**src/rtl/axi_s_fifo.sv**
```systemverilog
// AXI-Stream FWFT FIFO with fill level and stored-packet count; optional store-and-forward via AXIS_FIFO_PKT_MODE_EN.
// Latency: a beat pushed into an empty FIFO is presented one aclk edge later (no bypass).
// Backpressure: s_tready is registered and drops only when all DEPTH entries are occupied.
module axi_s_fifo #(
    parameter int DATA_WIDTH = 8,
    parameter int DEPTH      = 16
) (
    input  logic                    aclk,
    input  logic                    resetn,
    input  logic                    s_tvalid,
    output logic                    s_tready,
    input  logic [DATA_WIDTH-1:0]   s_tdata,
    input  logic                    s_tlast,
    output logic                    m_tvalid,
    input  logic                    m_tready,
    output logic [DATA_WIDTH-1:0]   m_tdata,
    output logic                    m_tlast,
    output logic [$clog2(DEPTH):0]  level,
    output logic [$clog2(DEPTH):0]  pkt_cnt
);

    localparam int AW = $clog2(DEPTH);
    localparam int CW = AW + 1;
    localparam logic [CW-1:0] FULL = CW'(DEPTH);
    localparam logic [CW-1:0] ONE  = CW'(1);

    logic [DATA_WIDTH:0] mem [DEPTH];

    logic [CW-1:0]       wr_ptr;
    logic [CW-1:0]       rd_ptr;
    logic [CW-1:0]       level_q;
    logic [CW-1:0]       pkt_q;
    logic [CW-1:0]       level_nxt;
    logic [CW-1:0]       pkt_nxt;
    logic                ready_q;
    logic                valid;
    logic                push;
    logic                pop;
    logic [DATA_WIDTH:0] head;
    logic                head_last;

    assign head      = mem[rd_ptr[AW-1:0]];
    assign head_last = head[DATA_WIDTH];
    assign push      = s_tvalid && ready_q;
    assign pop       = valid && m_tready;

    always_comb begin
        level_nxt = level_q;
        if (push && !pop)
            level_nxt = level_q + ONE;
        else if (!push && pop)
            level_nxt = level_q - ONE;
    end

    always_comb begin
        pkt_nxt = pkt_q;
        case ({push && s_tlast, pop && head_last})
            2'b10:   pkt_nxt = pkt_q + ONE;
            2'b01:   pkt_nxt = pkt_q - ONE;
            default: pkt_nxt = pkt_q;
        endcase
    end

    // Storage carries no reset; stale entries are never presented because m_tdata is gated by m_tvalid.
    always_ff @(posedge aclk) begin
        if (push)
            mem[wr_ptr[AW-1:0]] <= {s_tlast, s_tdata};
    end

    always_ff @(posedge aclk or negedge resetn) begin
        if (!resetn) begin
            wr_ptr  <= '0;
            rd_ptr  <= '0;
            level_q <= '0;
            pkt_q   <= '0;
            ready_q <= 1'b0;
        end else begin
            if (push)
                wr_ptr <= wr_ptr + ONE;
            if (pop)
                rd_ptr <= rd_ptr + ONE;
            level_q <= level_nxt;
            pkt_q   <= pkt_nxt;
            ready_q <= (level_nxt != FULL);
        end
    end

`ifdef AXIS_FIFO_PKT_MODE_EN
    logic forced_release;
    logic in_pkt;

    // forced_release breaks the deadlock of a full FIFO holding no packet end;
    // in_pkt keeps a packet flowing once its first beat has left.
    always_ff @(posedge aclk or negedge resetn) begin
        if (!resetn) begin
            forced_release <= 1'b0;
            in_pkt         <= 1'b0;
        end else begin
            if (pop && head_last)
                forced_release <= 1'b0;
            else if (level_q == FULL && pkt_q == '0)
                forced_release <= 1'b1;
            if (pop)
                in_pkt <= !head_last;
        end
    end

    assign valid = (level_q != '0) && ((pkt_q != '0) || forced_release || in_pkt);
`else
    assign valid = (level_q != '0);
`endif

    assign s_tready = ready_q;
    assign m_tvalid = valid;
    assign m_tdata  = valid ? head[DATA_WIDTH-1:0] : '0;
    assign m_tlast  = valid && head_last;
    assign level    = level_q;
    assign pkt_cnt  = pkt_q;

endmodule
```
**config.mk**
```make
export PLATFORM = sky130hd
export DESIGN_NAME = axi_s_fifo
export DESIGN_NICKNAME = d
export VERILOG_FILES = /design/src/rtl/axi_s_fifo.sv
export SDC_FILE = /design/constraint.sdc
export NUM_CORES = 1
export LEC_CHECK = 0
export ABC_AREA = 1
export CAP_MARGIN = 30
export CORE_MARGIN = 2
export CORE_UTILIZATION = 30
export DETAILED_ROUTE_END_ITERATION = 6
export GPL_TIMING_DRIVEN = 1
export HOLD_SLACK_MARGIN = 0.06
export PLACE_DENSITY = 0.54
export SLEW_MARGIN = 5
export SYNTH_ARGS = -nofsm -noshare
export SYNTH_HDL_FRONTEND = slang
export SYNTH_SLANG_ARGS = --single-unit
```
**constraint.sdc**
```tcl
create_clock -name aclk -period 4.88 [get_ports aclk]
set_clock_uncertainty 0.1 [all_clocks]
set_input_delay 0.488 -clock aclk [delete_from_list [all_inputs] [get_ports aclk]]
set_output_delay 0.488 -clock aclk [all_outputs]
set_load 0.005 [all_outputs]
```
======== After elaboration in Yosys (flattened, before gate mapping) ========
Memory sizes are Yosys's and may differ from the RTL's.
Cells that the tools add are included.
word-level totals
  flip-flop bits (word level) ............. 21
  bits in writable memories ............... 144
  bits of input ports ..................... 13
  memories kept ........................... 1
memory list
  name  words  bits a word  read ports  clocked after memory_dff  wr ports  line  RTL
  mem   16     9            1           0                         1         27    logic [DATA_WIDTH:0] mem [DEPTH];
operators by class
  $add $sub $neg .......................... 6
  equal/unequal tests ..................... 3
  muxes and demuxes ....................... 6
  reductions and logical operators ........ 11
operators by type and width
  operator                                              number
  adder 5 x 1 -> 5 bit (second input constant)          4
  two-way mux 5 bit                                     2
  one-hot mux 5 bit (2 select lines)                    1
  subtractor 5 x 1 -> 5 bit (second input constant)     2
  two-way mux 8 bit                                     1
  logical AND 1 bit                                     7
  inequality test 5 bit (second input constant)         1
  nonzero test 5 bit                                    1
  equality test 2 x 1 -> 1 bit (second input constant)  1
  equality test 2 bit (second input constant)           1
  logical NOT 1 bit                                     2
  two-way mux 1 bit                                     2
  nonzero test 2 bit                                    1

======== Logic depth before layout (Yosys ltp) ========
  depth after elaboration ................. 6
  depth in mapped cells ................... 19
  depth with buffers taken out ............ 17

======== Worst setup path before layout ========
Ideal clock, no wire load.
  path kind ............................... reg2reg
  from .................................... register rd_ptr[0]
  to ...................................... register pkt_q[4] (netlist: pkt_cnt[4])
  library setup time ...................... 117 ps
  arrival ................................. 2475 ps
  setup slack ............................. 2188 ps
  cell stages (with the launch flop) ...... 18
  buffers on the path ..................... 3
  clock period less this slack ............ 2692 ps
  path through ............................ dfrtp_1 > buf_6 > inv_2 > buf_6 > buf_6 > nor2_1 > o211ai_1 > nand3_1 > a21oi_1 > ha_1 > xor2_1 > ha_1 > a21oi_1 > or2_1 > o21ai_1 > nand3_1 > nand2_1 > nand2_1
between the ends
  longest elaborated chain between the ends .. 4
RTL lines
  element                                                                   line  RTL
  start, declared                                                           30    logic [CW-1:0] rd_ptr;
  start signal, assigned                                                    81    rd_ptr <= rd_ptr + ONE;
  memory (16 x 9 bit) *                                                     -
  logical AND 1 bit *                                                       57    case ({push && s_tlast, pop && head_last})
  equality test 2 x 1 -> 1 bit or equality test 2 bit (tied branches)       57
  one-hot mux 5 bit (2 select lines) or nonzero test 2 bit (tied branches)  -
  end signal, assigned                                                      83    pkt_q <= pkt_nxt;
  end, declared                                                             32    logic [CW-1:0] pkt_q;
Mark *: on every way between the ends. The rest lies on a longest branch, timed or not.
A chain may end at the register's enable or synchronous reset.

======== Worst setup path after layout ========
  from .................................... register rd_ptr[2]
  to ...................................... output port m_tdata[3]
between the ends
  longest elaborated chain between the ends .. 2
RTL lines
  element              line  RTL
  memory (16 x 9 bit)  -
  two-way mux 8 bit    115   assign m_tdata = valid ? head[DATA_WIDTH-1:0] : '0;
  end, declared        16    output logic [DATA_WIDTH-1:0] m_tdata,
No other way between the ends.

==> flow_metrics.env <==
export IMPL_die_w_microns=157
export IMPL_synthesis_instances=593
export IMPL_syn_num_nets=617
export IMPL_clk_pin_slew_worst_paths_ps=60
export IMPL_synth_flop_cell="edfxtp_1"
export IMPL_cap_viol_max_count=0
export IMPL_area_growth_pct=17.0
export IMPL_rr_startpoint="rd_ptr[2]"
export IMPL_synth_cell_types=29
export IMPL_clockBufferDepth=2
export IMPL_cp_cell_sequence="inv_1 -> o211ai_1 -> nand3_1 -> a21oi_1 -> clkdlybuf4s50_1"
export IMPL_async_flop_share_pct=11.7
export IMPL_netlist_area_sq_um=7050
export IMPL_max_freq_mhz=253
export IMPL_holdWs_ps=143
export IMPL_cts_tree="yes"
export IMPL_path_max_fanout=20
export IMPL_worstSetupEndpointType="output pin"
export IMPL_drtIter0Drc=262
export IMPL_antenna_cells_inserted=0
export IMPL_cts_resized=0
export IMPL_synth_seq_cells=163
export IMPL_period_minus_slack_ps=3950
export IMPL_die_area_sq_um=24700
export IMPL_start_util_pct=30.3
export IMPL_r2r_cells=13
export IMPL_place_gp_congestion=0.814
export IMPL_finalSetupTns_ps=0
export IMPL_postCtsSetupBuffers=0
export IMPL_io_pins=34
export IMPL_grt_overflow=0
export IMPL_slowest_stage="dfrtp_1"
export IMPL_crit_buf_inv=2
export IMPL_fin_util_pct=35.5
export IMPL_grt_pass1_wl_mm=24.7
export IMPL_run_status="complete, no violations"
export IMPL_cts_made_buffers=17
export IMPL_cts_root_buf="clkbuf_16"
export IMPL_antenna_found_initial=0
export IMPL_synth_seq_area_share_pct=68.1
export IMPL_fillerInstances=2298
export IMPL_worstMarginPinSlew_ps=937
export IMPL_htreeDepth=4
export IMPL_rows=56
export IMPL_synth_edf_count=144
export IMPL_avgSynthCellArea_sq_um=11.9
export IMPL_final_cell_mix="edfxtp_1, nor2_1, o21ai_0"
export IMPL_total_leakage_power_nw=2.86
export IMPL_grt_usage_pct=13.4
export IMPL_design_area_sq_um=8250
export IMPL_yosys_warnings=0
export IMPL_final_antenna_net_count=0
export IMPL_port_buffers=33
export IMPL_clock_sinks=163
export IMPL_finalSetupViolCount=0
export IMPL_postPlaceCellArea_sq_um=7610
export IMPL_grt_max_degree=53
export IMPL_vias_per_cell=4.83
export IMPL_finalHoldViolCount=0
export IMPL_cp_top_family="buffers and inverters"
export IMPL_worstSetupPathType="reg2out"
export IMPL_slew_headroom_pct=37.3
export IMPL_die_y_microns=157
export IMPL_dp_hpwl_mm=10.2
export IMPL_cp_num_cells=5
export IMPL_ir_worst_vdd_uv=295
export IMPL_rsz0062_at_grt="false"
export IMPL_critPathLaunchType="flop"
export IMPL_p_total_mw=5.04
export IMPL_crit_required_ps=4290
export IMPL_post_route_drc_count=0
export IMPL_crit_start="rd_ptr[2]"
export IMPL_final_common_cell="edfxtp_1"
export IMPL_crit_arrival_ps=3360
export IMPL_power_density_nw_per_um2=611
export IMPL_postCtsHoldBufs=0
export IMPL_vias=4632
export IMPL_drive_gt1_share_pct=7.81
export IMPL_slowest_delay_ps=920
export IMPL_wl_per_cell_microns=16.5
export IMPL_holdCritPathClass="in2async"
export IMPL_first_pass_iters=6
export IMPL_clk_latency_ps=420
export IMPL_core_area_sq_um=23300
export IMPL_rrSetupSlack_ps=1000
export IMPL_finalMaxSlewViolations=0
export IMPL_finalCritPeriodShare_pct=80.9
export IMPL_nNetsFinal=652
export IMPL_wl_mm=15.9
export IMPL_first_global_vias=4577
## per-stage QoR
step | cells | setup slack [ps]
5_1_grt | 959 | 668
2_1_floorplan | 593 | 2190
4_1_cts | 951 | 964
3_3_place_gp | 918 | 1210
3_5_place_dp | 920 | 1060
6_report | 959 | 933
## cells by family (layout without fill, tap and decap cells)
kind of cell	Yosys count	after routing	share of synthesized area [%]
xor gates and xnor gates	12	12	1.49
and+or+nand+nor	222	222	13.5
buffers and inverters	58	105	4.46
DFF	163	163	68.1
AOI/OAI and AO/OA	126	126	10.2
muxes	1	1	0.195
adders and majority gates	11	11	1.95
## layout make-up
cell class / count / area (sq um) / share of cell area, %
clock buffers: 21 / 440 / 5.34
flip-flops and latches: 163 / 4800 / 58.2
repair buffers: 46 / 435 / 5.28
multi-input cells: 372 / 1930 / 23.4
inverters: 28 / 105 / 1.27
well taps: 319 / 399 / 4.84
clock inverters: 10 / 133 / 1.61
## final timing paths
path                              endpoint
worst max-delay path            m_tdata[3]
worst min-delay path            pkt_cnt[3]
worst max register to register  pkt_cnt[4]
worst min register to register  pkt_cnt[0]
max in group asynchronous        rd_ptr[0]
min in group aclk               pkt_cnt[0]
## flip-flops by register name, indices dropped and copies added, names as in the netlist
signal / count
mem: 144
level: 5
pkt_cnt: 5
rd_ptr: 4
wr_ptr: 4
s_tready: 1
## power by group
part	internal (mW)	leakage, nW	switching, mW	total, mW
Clock	0.799	0.277	0.511	1.31
Combinational	0.707	1.06	1.08	1.79
Sequential	1.72	1.52	0.221	1.94
Total	3.23	2.86	1.81	5.04
## cells in the mapped netlist, types with 2 or more instances
| cell type | n | area [sq um] |
|---|---|---|
| a21oi_1 | 13 | 65.1 |
| buf_2 | 7 | 35.0 |
| buf_4 | 7 | 52.6 |
| buf_6 | 8 | 90.1 |
| clkbuf_1 | 7 | 26.3 |
| clkinv_1 | 2 | 7.51 |
| dfrtp_1 | 19 | 475 |
| edfxtp_1 | 144 | 4320 |
| ha_1 | 11 | 138 |
| inv_1 | 22 | 82.6 |
| inv_2 | 4 | 15.0 |
| nand2_1 | 49 | 184 |
| nand2_4 | 2 | 22.5 |
| nand3_1 | 31 | 155 |
| nand4_1 | 4 | 25.0 |
| nor2_1 | 131 | 492 |
| o211ai_1 | 36 | 270 |
| o21ai_0 | 73 | 365 |
| o21ai_1 | 3 | 15.0 |
| xnor2_1 | 2 | 17.5 |
| xor2_1 | 10 | 87.6 |
## routing by layer
layer  vias up  GRT usage, %  routed length (microns)
met5         -             0                        0
met4         0          4.59                      243
met3        18          3.39                      924
met2       165          21.3                     7520
met1      2282          17.9                     7160
li1       2167             -                        -
(Power assumes the default switching activity.)
